File: src/rtl/peribus_bridge.sv
// Purpose: single-master bridge from the CPU valid/ready load/store port to Peribus chipselect/strobe signals.
// Latency: request accept to resp_valid is 2 cycles (write), 2+READ_LATENCY (read), 1 (unmapped).
// Backpressure: one transaction in flight, req_ready only in IDLE; response held until resp_ready.
// Optional build macro PERIBUS_IRQ_EN: slave index 15 becomes internal irq status/mask registers, adds irq_in/irq_out.
module peribus_bridge #(
    parameter int          NUM_SLAVES   = 4,
    parameter int          READ_LATENCY = 1,
    parameter logic [7:0]  PERIPH_PAGE  = 8'hFF
) (
    input  logic                      clock,
    input  logic                      reset,
    input  logic                      req_valid,
    output logic                      req_ready,
    input  logic                      req_write,
    input  logic [15:0]               req_addr,
    input  logic [15:0]               req_wdata,
    output logic                      resp_valid,
    input  logic                      resp_ready,
    output logic [15:0]               resp_rdata,
    output logic                      resp_err,
    output logic [1:0]                pb_addr,
    output logic [15:0]               pb_write_data,
    output logic                      pb_write_en,
    output logic                      pb_read_en,
    output logic [NUM_SLAVES-1:0]     pb_chipselect,
    input  logic [16*NUM_SLAVES-1:0]  pb_read_data
`ifdef PERIBUS_IRQ_EN
    ,
    input  logic [NUM_SLAVES-1:0]     irq_in,
    output logic                      irq_out
`endif
);

    typedef enum logic [1:0] {IDLE = 2'd0, STROBE = 2'd1, WAIT = 2'd2, RESP = 2'd3} state_t;

    localparam logic [4:0] NUM_SLAVES_W = 5'(NUM_SLAVES);
    localparam logic [2:0] WAIT_LOAD    = 3'(READ_LATENCY - 1);

    state_t                  state, state_n;
    logic                    write_q, internal_q;
    logic [3:0]              idx_q;
    logic [2:0]              wait_cnt;
    logic                    req_fire, page_hit, slave_hit, internal_hit;
    logic                    cur_write, cur_internal;
    logic [3:0]              req_idx, cur_idx;
    logic [NUM_SLAVES-1:0]   sel_onehot, cs_d;
    logic [15:0]             slave_rdata, internal_rdata, rdata_d, wdata_d;
    logic [1:0]              addr_d;
    logic                    err_d, we_d, re_d;
    logic                    addr_unused;

    // Address bits [7:6] carry no meaning on the peripheral page.
    assign addr_unused = ^req_addr[7:6];

    assign req_ready    = (state == IDLE);
    assign req_fire     = req_valid & req_ready;
    assign req_idx      = req_addr[5:2];
    assign page_hit     = (req_addr[15:8] == PERIPH_PAGE);
    assign slave_hit    = page_hit && ({1'b0, req_idx} < NUM_SLAVES_W);
    assign cur_idx      = (state == IDLE) ? req_idx : idx_q;
    assign cur_write    = (state == IDLE) ? req_write : write_q;
    assign cur_internal = (state == IDLE) ? internal_hit : internal_q;

`ifdef PERIBUS_IRQ_EN
    logic [1:0]            reg_q;
    logic [NUM_SLAVES-1:0] irq_status, irq_mask;

    assign internal_hit = page_hit && (req_idx == 4'hF);

    // Internal register file: synchronized irq status, mask, and the registered irq output.
    always_ff @(posedge clock) begin
        if (reset) begin
            reg_q      <= '0;
            irq_status <= '0;
            irq_mask   <= '0;
            irq_out    <= 1'b0;
        end else begin
            irq_status <= irq_in;
            irq_out    <= |(irq_status & irq_mask);
            if (req_fire)
                reg_q <= req_addr[1:0];
            if (req_fire && internal_hit && req_write && req_addr[1:0] == 2'd1)
                irq_mask <= req_wdata[NUM_SLAVES-1:0];
        end
    end

    // Internal register read mux.
    always_comb begin
        internal_rdata = '0;
        case (reg_q)
            2'd0:    internal_rdata = 16'(irq_status);
            2'd1:    internal_rdata = 16'(irq_mask);
            default: internal_rdata = '0;
        endcase
    end
`else
    assign internal_hit   = 1'b0;
    assign internal_rdata = '0;
`endif

    // One-hot select and read-data slice for the addressed slave.
    always_comb begin
        sel_onehot  = '0;
        slave_rdata = '0;
        for (int k = 0; k < NUM_SLAVES; k++) begin
            if (cur_idx == 4'(k))
                sel_onehot[k] = 1'b1;
            if (idx_q == 4'(k))
                slave_rdata = pb_read_data[16*k +: 16];
        end
    end

    // State register.
    always_ff @(posedge clock) begin
        if (reset)
            state <= IDLE;
        else
            state <= state_n;
    end

    // Next-state decode.
    always_comb begin
        state_n = state;
        case (state)
            IDLE:    if (req_fire) state_n = (slave_hit || internal_hit) ? STROBE : RESP;
            STROBE:  state_n = (write_q || internal_q) ? RESP : WAIT;
            WAIT:    if (wait_cnt == 3'd0) state_n = RESP;
            RESP:    if (resp_ready) state_n = IDLE;
            default: state_n = IDLE;
        endcase
    end

    // Next values of the registered outputs, keyed on the state being entered.
    always_comb begin
        cs_d    = '0;
        we_d    = 1'b0;
        re_d    = 1'b0;
        addr_d  = pb_addr;
        wdata_d = pb_write_data;
        rdata_d = resp_rdata;
        err_d   = resp_err;
        if ((state_n == STROBE || state_n == WAIT) && !cur_internal)
            cs_d = sel_onehot;
        if (state_n == STROBE && !cur_internal) begin
            we_d = cur_write;
            re_d = !cur_write;
        end
        case (state)
            IDLE: begin
                if (req_fire) begin
                    if (slave_hit) begin
                        addr_d  = req_addr[1:0];
                        wdata_d = req_wdata;
                    end else if (!internal_hit) begin
                        rdata_d = '0;
                        err_d   = 1'b1;
                    end
                end
            end
            STROBE: begin
                err_d = 1'b0;
                if (internal_q)
                    rdata_d = write_q ? 16'h0000 : internal_rdata;
                else if (write_q)
                    rdata_d = '0;
            end
            WAIT: begin
                if (wait_cnt == 3'd0) begin
                    rdata_d = slave_rdata;
                    err_d   = 1'b0;
                end
            end
            default: ;
        endcase
    end

    // Output registers, request latch and read-latency counter.
    always_ff @(posedge clock) begin
        if (reset) begin
            resp_valid    <= 1'b0;
            resp_rdata    <= '0;
            resp_err      <= 1'b0;
            pb_addr       <= '0;
            pb_write_data <= '0;
            pb_write_en   <= 1'b0;
            pb_read_en    <= 1'b0;
            pb_chipselect <= '0;
            write_q       <= 1'b0;
            internal_q    <= 1'b0;
            idx_q         <= '0;
            wait_cnt      <= '0;
        end else begin
            resp_valid    <= (state_n == RESP);
            resp_rdata    <= rdata_d;
            resp_err      <= err_d;
            pb_addr       <= addr_d;
            pb_write_data <= wdata_d;
            pb_write_en   <= we_d;
            pb_read_en    <= re_d;
            pb_chipselect <= cs_d;
            if (req_fire) begin
                write_q    <= req_write;
                internal_q <= internal_hit;
                idx_q      <= req_idx;
            end
            if (state == STROBE)
                wait_cnt <= WAIT_LOAD;
            else if (state == WAIT && wait_cnt != 3'd0)
                wait_cnt <= wait_cnt - 3'd1;
        end
    end

endmodule

File: config.mk
export PLATFORM = sky130hd
export DESIGN_NAME = peribus_bridge
export DESIGN_NICKNAME = d
export VERILOG_FILES = /design/src/rtl/peribus_bridge.sv
export SDC_FILE = /design/constraint.sdc
export NUM_CORES = 1
export LEC_CHECK = 0
export ABC_AREA = 1
export BUFFER_PORTS_ARGS = -buffer_cell sky130_fd_sc_hd__buf_2
export CORE_ASPECT_RATIO = 1.25
export CORE_UTILIZATION = 30
export CTS_BUF_LIST = sky130_fd_sc_hd__clkbuf_8
export DETAILED_ROUTE_END_ITERATION = 16
export PLACE_DENSITY = 0.65
export SLEW_MARGIN = 20
export SYNTH_ARGS = -nofsm -noshare
export SYNTH_HDL_FRONTEND = slang
export SYNTH_SLANG_ARGS = --single-unit
File: constraint.sdc
create_clock -name clock -period 2.2 [get_ports clock]
set_input_delay 0.33 -clock clock [delete_from_list [all_inputs] [get_ports clock]]
set_output_delay 0.33 -clock clock [all_outputs]
set_load 0.005 [all_outputs]
; Yosys cells after proc, flatten, opt, wreduce, memory -nomap -nowiden
; Cells that the tools add are included.
[op_classes]
addsub = 1
magnitude_cmp = 1
bitwise = 3
reduce_logical = 16
eq_ne = 17
n_mux = 25
[ops]
columns = cell, count
row1 = $mux W16, 8
row2 = $pmux W16 S3, 1
row3 = $eq A4 B2 Y1 const B, 4
row4 = $mux W1, 9
row5 = $eq A2 B2 Y1 const B, 4
row6 = $eq A4 B1 Y1 const B, 2
row7 = $eq A8 B8 Y1 const B, 1
row8 = $logic_not A4 Y1, 2
row9 = $mux W2, 4
row10 = $pmux W2 S4, 1
row11 = $ne A2 B2 Y1 const B, 3
row12 = $reduce_bool A3 Y1, 2
row13 = $reduce_or A2 Y1, 3
row14 = $reduce_and A5 Y1, 1
row15 = $eq A2 B1 Y1 const B, 2
row16 = $lt A4 B3 Y1 const B, 1
row17 = $mux W4, 1
row18 = $reduce_and A4 Y1, 1
row19 = $logic_not A3 Y1, 1
row20 = $pmux W1 S3, 1
row21 = $reduce_and A3 Y1, 1
row22 = $sub A3 B1 Y3 const B, 1
row23 = $logic_and A1 B1 Y1, 2
row24 = $logic_not A2 Y1, 1
row25 = 5 further kinds, 6
[totals]
reg_bits = 52
out_inout_bits = 43

; Longest topological paths before layout
; Gate-level depths: netlist of the first run.
[logic_depth]
depth_word = 9
ltp_mapped = 12

; Least setup slack after synthesis of the first run
; Ideal clock, no wire load.
[synth_path]
path_type = reg-to-reg
start = register state[0]
end = register pb_chipselect[0]
stages_incl_launch_ff = 12
arrival_time_ps = 1894
path_slack_ps = 241
period_less_slack_ps = 1959
path_buffers = 0
setup_ps = 65
path_cell_list = dfxtp_1 inv_1 ha_1 nand2_1 inv_1 o21ai_0 nand3_1 ha_1 inv_1 nor2_1 nand3_1 nor2_1
[synth_between]
elab_chain_cells = 8
word_cells_on_any_way = 17
cone_classes = eq/ne (5) / mux (6) / bitwise (2) / reduce/logical (4)
[synth_rtl]
columns = item, line_no
row1 = start: declaration, 39  ; state_t state, state_n;
row2 = start signal: assignment, 118  ; state <= state_n;
row3 = $logic_not A2 Y1 (*), 55  ; assign req_ready = (state == IDLE);
row4 = net req_ready, 13  ; output logic req_ready,
row5 = $and A1 B1 Y1, 56  ; assign req_fire = req_valid & req_ready;
row6 = $mux W2, 125  ; IDLE: if (req_fire) state_n = (slave_hit || internal_hit) ? STROBE : RESP;
row7 = $pmux W2 S4 (*), 124  ; case (state)
row8 = net state_n[0], 39
row9 = $eq A2 B1 Y1 / $eq A2 B2 Y1 (equally long branches), 142  ; if ((state_n == STROBE || state_n == WAIT) && !cur_internal)
row10 = $logic_or A1 B1 Y1 (*), 142
row11 = $not A1 Y1 (no source line) (*), -
row12 = $reduce_or A2 Y1 (no source line) (*), -
row13 = end signal: assignment, 200  ; pb_chipselect <= cs_d;
row14 = end: declaration, 25  ; output logic [NUM_SLAVES-1:0] pb_chipselect,
; The timed path passes the listed nets; every way through them passes the cells marked *.
; A chain may end at the register's enable or synchronous reset.

; Final worst setup path of the first run
[layout_path]
start = register state[0]
end = register pb_chipselect[3]
[layout_between]
elab_chain_cells = 8
word_cells_on_any_way = 17
cone_classes = eq/ne (6) / mux (6) / bitwise (2) / reduce/logical (3)
[layout_rtl]
columns = item, line_no
row1 = $logic_not A2 Y1, "55, 124"
row2 = $and A1 B1 Y1, 56
row3 = $mux W2, 125
row4 = $pmux W2 S4 (*), 124
row5 = net state_n[0], 39
row6 = $eq A2 B1 Y1 / $eq A2 B2 Y1 (equally long branches), 142
row7 = $logic_or A1 B1 Y1 (*), 142
row8 = $not A1 Y1 (no source line) (*), -
row9 = $reduce_or A2 Y1 (no source line) (*), -
; Marks and branches as above.

==> results.yml, run 1 <==
outcome:
  outcome: "finished clean"
synth:
  synth_area_leader_cell: "dfxtp_1"
  synth_cell_types: 24
  yosys_warnings: 0
  synth_cells: 483
  syn-cell-area_sq_um: 3059
  synth.net_count: 593
  ys_ff_latch: 52
  synth_most_common_cell: "nor2_1"
  synth_edf_count: 0
  ys_top_cells_by_area: "dfxtp_1 34%, nand3_1 16%, nor2_1 13%"
  syn_avg_cell_area_sq_um: 6.334
  ys.flop_type: "dfxtp_1"
  ys_top_cells_by_count: "104 x nor2_1, 95 x nand3_1, 79 x inv_1"
  synth-async-reset-ratio_pct: 0
  ys_seq_area_share_pct: 34.03
  synth_top_area_share_pct: 34.03
sta:
  tns_ns: 0
  fin_ws_ns: 0.2748
  period_share_pct: 87.51
  slew-limit-headroom_pct: 56.51
  hold_viol_final: 0
  skew_ns: 0.01424
  rsz0062_at_grt: "false"
  finalMaxSlewViolations: 0
  setup_viol: 0
  period_needed_ns: 1.925
  clock.fmax_mhz: 519.4
  tightest_slew_ns: 0.6517
route:
  antenna_left: 0
  firstDrtPassIters: 4
  remaining_drc_errors: 0
  post_drt_via_cell_ratio: 4.634
  routedWlPerCell_um: 12.12
  drt_iter0_drc: 136
  vias: 3434
  routed_wl_mm: 8.981
final_layout:
  fillCellCount: 1070
  final_core_util_pct: 40.55
  nNetsFinal: 724
  antenna_cells: 0
  syn2layout_area_growth_pct: 29.37
  drive_gt1_share_pct: 28.94
floorplan:
  core-area_sq_um: 9759
  io_pins: 144
  die_y_um: 114.9
  start_util_pct: 31.35
  fp.dieArea_sq_um: 10610
  fp.dieW_um: 92.32
  rows: 40
critical_path:
  setup.worst_path.start_class: "register"
  cp_max_fo: 6
  endpoint_kind: "register"
  cp.arrival_ns: 2.16
  critPathKind: "register to register"
  crit_required_ns: 2.44
global_route:
  grt_pass1_vias: 3334
  grt_util_met1_pct: 19.47
  grt-busiest-layer: "met2"
  grt_antenna_before_repair: 0
  use_met3_pct: 4.365
  grt_overflow: 0
  gr-usage-all-layers_pct: 17.75
  grt_max_degree: 66
  grt_pass1_wl_mm: 15.14
  met2_usage_pct: 33.23
clock_tree:
  cts_tree: "built"
  cts_inserted_buffers: 5
  root_buffer: "clkbuf_8"
  clk_transition_reported_paths_ns: 0.10
  cts_sinks: 52
  htree_levels: 2
  clock_path_buffers: 2
  clock_latency_ns: 0.31
job:
  max_cap_viol_count: 0
placement:
  place_ws_ns: 0.04340
  portBuffers: 141
  gp_congestion: 0.8337
  hpwl_mm: 7.145
min_path:
  hold_path.class: "input pin to register"
pwr:
  ir_drop_mv: 0.4074
  p_per_area_nw_per_um2: 866.9
  leakage_nw: 2.253
[final timing paths]
| path | cells after the start | start | to | slack [ns] |
|---|---|---|---|---|
| max | 11 | state[0] | pb_chipselect[3] | 0.27 |
| min | 3 | req_wdata[6] | pb_write_data[6] | 0.24 |
| max reg2reg | 11 | state[0] | pb_chipselect[3] | 0.27 |
| min reg2reg | 2 | resp_rdata[1] | resp_rdata[1] | 0.50 |
[registers in the layout (all words and copies together) (netlist names), 2 cells and up]
signal         flops
resp_rdata        16
pb_addr            2
idx_q              4
wait_cnt           3
state              2
pb_write_data     16
pb_chipselect      4
[power breakdown]
| part | internal [W] | switching (W) | total, W |
|---|---|---|---|
| clock network | 0.000252 | 0.000314 | 0.000566 |
| logic | 0.000622 | 0.00108 | 0.00170 |
| registers | 0.00107 | 0.0000871 | 0.00116 |
[repair_timing]
item	in CTS	in global routing
hold buffers	0	0
resized for setup	0	7
setup endpoints to repair	0	4
setup buffers	0	0
[placed cells by master, fill, tap and decap left out, drive strengths merged]
cell type / count
buf: 147
nor2: 110
nand3: 98
inv: 87
nand2: 58
dfxtp: 52
o21ai: 32
ha: 9
a21oi: 8
clkbuf: 6
a211oi: 2
nand4: 1
mux2i: 1
or2: 1
nand3b: 1
a31oi: 1
clkinvlp: 1
[kinds of logic after synthesis]
family                     Yosys count  share of synthesized area, %
muxes                                1                        0.3272
and+or+nand+nor                    269                         38.98
adders and majority gates            9                         3.681
AOI/OAI and AO/OA                   43                         7.362
DFF                                 52                         34.03
buffers and inverters              109                         15.62
[layout make-up]
type | count | area [sq um] | area share (%)
clock inverters | 2 | 11.26 | 0.2845
multi-input cells | 322 | 1565 | 39.55
well taps | 126 | 157.7 | 3.984
repair buffers | 147 | 775.7 | 19.60
clock buffers | 6 | 82.58 | 2.087
flip-flops and latches | 52 | 1042 | 26.34
inverters | 86 | 322.8 | 8.157
[through the flow]
step	instance area (sq um)	std cells	total power (W)	hold slack, ns
after global routing	3958	741	0.003750	0.2406
after global placement	3845	733	0.002821	0.4632
after floorplan	3059	483	0.002373	0.4488
after detailed placement	3845	733	0.002854	0.4800
final	3958	741	0.003431	0.2364
after CTS	3939	741	0.003439	0.2282
[routing by layer]
metal	wire, um	vias to the layer above
met2	4263	159
li1	-	1761
met5	0	-
met1	3718	1500
met3	779	14
met4	219	0
[critical path, cell delays in order, from the launching register on]
cell and delay (ns):
dfxtp_2 0.38, inv_1 0.13, ha_4 0.21, nand2_1 0.08, inv_1 0.10, o21ai_1 0.17
nand3_1 0.12, ha_1 0.29, inv_1 0.04, nor2_2 0.11, nand3b_1 0.11, nor2_1 0.10
Note: power is estimated with default switching activity, not from simulation.
==> run 2: changes to the inputs <==
--- a/config.mk
+++ b/config.mk
@@ -11,6 +11,7 @@
 export CORE_UTILIZATION = 30
 export CTS_BUF_LIST = sky130_fd_sc_hd__clkbuf_8
 export DETAILED_ROUTE_END_ITERATION = 16
+export MAX_ROUTING_LAYER = met4
 export PLACE_DENSITY = 0.65
 export SLEW_MARGIN = 20
 export SYNTH_ARGS = -nofsm -noshare
==> run 2 against run 1 <==
  * Critical path depth unchanged
  * Register-to-register slack lost 0.07 ns
  * Cell count fell by 0.13%
  * Die area unchanged
  * Utilization is 0.090 points lower
  * Non-clock buffer count decreased by 1
  * Clock skew decreased by 0.0024 ns
  * Flip-flop and latch count is the same
  * Largest cell class unchanged
  * Highest routed layer unchanged
==> results.yml, run 2 (synthesized netlist as in run 1, its figures left out) <==
sta:
  tightest_slew_ns: 0.6751
  hold_viol_final: 0
  setup_viol: 0
  period_needed_ns: 1.996
  fin_ws_ns: 0.2044
  clock.fmax_mhz: 501.1
  skew_ns: 0.01187
  rsz0062_at_grt: "false"
  period_share_pct: 90.71
  slew-limit-headroom_pct: 54.94
  tns_ns: 0
  finalMaxSlewViolations: 0
placement:
  place_ws_ns: -0.05617
  dpl-instance-area_sq_um: 3837
  portBuffers: 141
  gp_congestion: 0.8242
  placed_cells: 732
  hpwl_mm: 6.976
critical_path:
  critPathKind: "register to register"
  cp.depth: 11
  endpoint_kind: "register"
  rrSetupSlack_ns: 0.20
  cp_max_fo: 5
  rr_endpoint: "pb_chipselect[2]"
  path_cells: "inv_1, ha_1, inv_2, o21ai_0, nand2_1, nand3_1, ha_1, inv_1, nor2_2, nand3b_1, nor2_1"
  r2r_cells: 11
  crit_required_ns: 2.45
  worstSetupEndpoint: "pb_chipselect[2]"
  crit_family: "adder cells"
  r2r-start: "state[0]"
  cp.arrival_ns: 2.25
  setup.worst_path.start_class: "register"
  crit_path_start: "state[0]"
  path_buf_inv: 3
  cpMaxStageDelayCell: "dfxtp_2"
  cpPeakStageDelay_ns: 0.38
pwr:
  p_total_w: 0.003425
  leakage_nw: 2.243
  pwr-share-comb_pct: 49.4
  p_int_w: 0.001917
  clkPwrFrac_pct: 16.7
  swShare_pct: 44.03
  ir_drop_mv: 0.3403
  p_seq_share_pct: 33.9
  p_per_area_nw_per_um2: 867.3
  p_sw_w: 0.001508
final_layout:
  final_cells: 740
  syn2layout_area_growth_pct: 29.08
  final_common_cell: "buf_2"
  nNetsFinal: 723
  top_regs: "pb_write_data (16), resp_rdata (16)"
  antenna_cells: 0
  drive_gt1_share_pct: 28.83
  stdcell_area_sq_um: 3949
  final_cell_mix: "141 x buf_2, 102 x nor2_1, 95 x nand3_1"
global_route:
  grt_max_degree: 66
  gr-usage-all-layers_pct: 17.91
  grt_overflow: 0
  grt_pass1_wl_mm: 14.85
  grt_antenna_before_repair: 0
  grt_pass1_vias: 3318
clock_tree:
  cts_sinks: 52
  clock_latency_ns: 0.31
  root_buffer: "clkbuf_8"
  cts_tree: "built"
  cts_inserted_buffers: 5
  clk_transition_reported_paths_ns: 0.11
  post-cts-setup-buffers: 0
  htree_levels: 2
  clock_path_buffers: 2
route:
  routedWlPerCell_um: 11.90
  antenna_left: 0
  post_drt_via_cell_ratio: 4.565
  vias: 3378
  firstDrtPassIters: 5
  routed_wl_mm: 8.808
  remaining_drc_errors: 0
  drt_iter0_drc: 89
job:
  max_cap_viol_count: 0
floorplan:
  fp.dieW_um: 92.32
  start_util_pct: 31.35
  core-area_sq_um: 9759
  rows: 40
  die_y_um: 114.9
  io_pins: 144
  fp.dieArea_sq_um: 10610
min_path:
  hold_path.class: "input pin to register"
  hold-path-cell-count: 3
outcome:
  outcome: "finished clean"
## run 2: cell types whose count changed in the layout (fill, tap and decap cells not counted), sizes merged
cell      before  now
clkinvlp       1    2
buf          147  146
clkbuf         6    5
## run 2: area by class of cell
| class | count | area, sq um |
|---|---|---|
| sequential | 52 | 1042 |
| clock inverter | 3 | 26.28 |
| inverter | 86 | 322.8 |
| fill | 1092 | 5811 |
| timing repair buffer | 146 | 768.2 |
| multi-input combinational | 322 | 1563 |
| clock buffer | 5 | 68.82 |
| tap | 126 | 157.7 |
## run 2: metal layers
metal  share of wire [%]  track usage (%)  vias to the layer above  wire length, um
li1                    -                -                     1759                -
met5                   0                -                        -                0
met1                  43            20.06                     1475             3820
met4                0.52            3.021                        0               46
met3                 6.9            2.712                        5              604
met2                  49            33.68                      139             4335
## run 2: how the worst min path moves through the flow
stage	from	endpoint
final	req_wdata[5]	pb_write_data[5]
after global routing	req_wdata[11]	pb_write_data[11]
after CTS	req_wdata[4]	pb_write_data[4]
after detailed placement	resp_rdata[1]	resp_rdata[1]
after global placement	wait_cnt[0]	wait_cnt[0]
after floorplan	wait_cnt[0]	wait_cnt[0]
## run 2: power by group through the flow
stage | Combinational [W] | Clock (W) | Sequential (W)
floorplan | 0.00120 | 0 | 0.00118
global placement | 0.00163 | 0 | 0.00118
detailed placement | 0.00167 | 0 | 0.00118
CTS | 0.00167 | 0.000602 | 0.00116
global route | 0.00195 | 0.000633 | 0.00118
finish | 0.00169 | 0.000573 | 0.00116
## run 2: worst min-delay path, cell delays in order
cell and delay, ns:
buf_2 0.07, nor2_1 0.03, nor2_1 0.08
## run 2: through the flow
step	util, %	hold WS [ns]
detailed placement	39.32	0.4800
global placement	39.32	0.4636
CTS	40.31	0.2232
floorplan	-	0.4488
global route	40.46	0.2300
finish	40.46	0.2325
## run 2: repair_timing
action,4_1_cts,5_1_grt
hold buffers,0,0
gates cloned,0,0
setup endpoints to repair,4,4
resized for setup,2,4
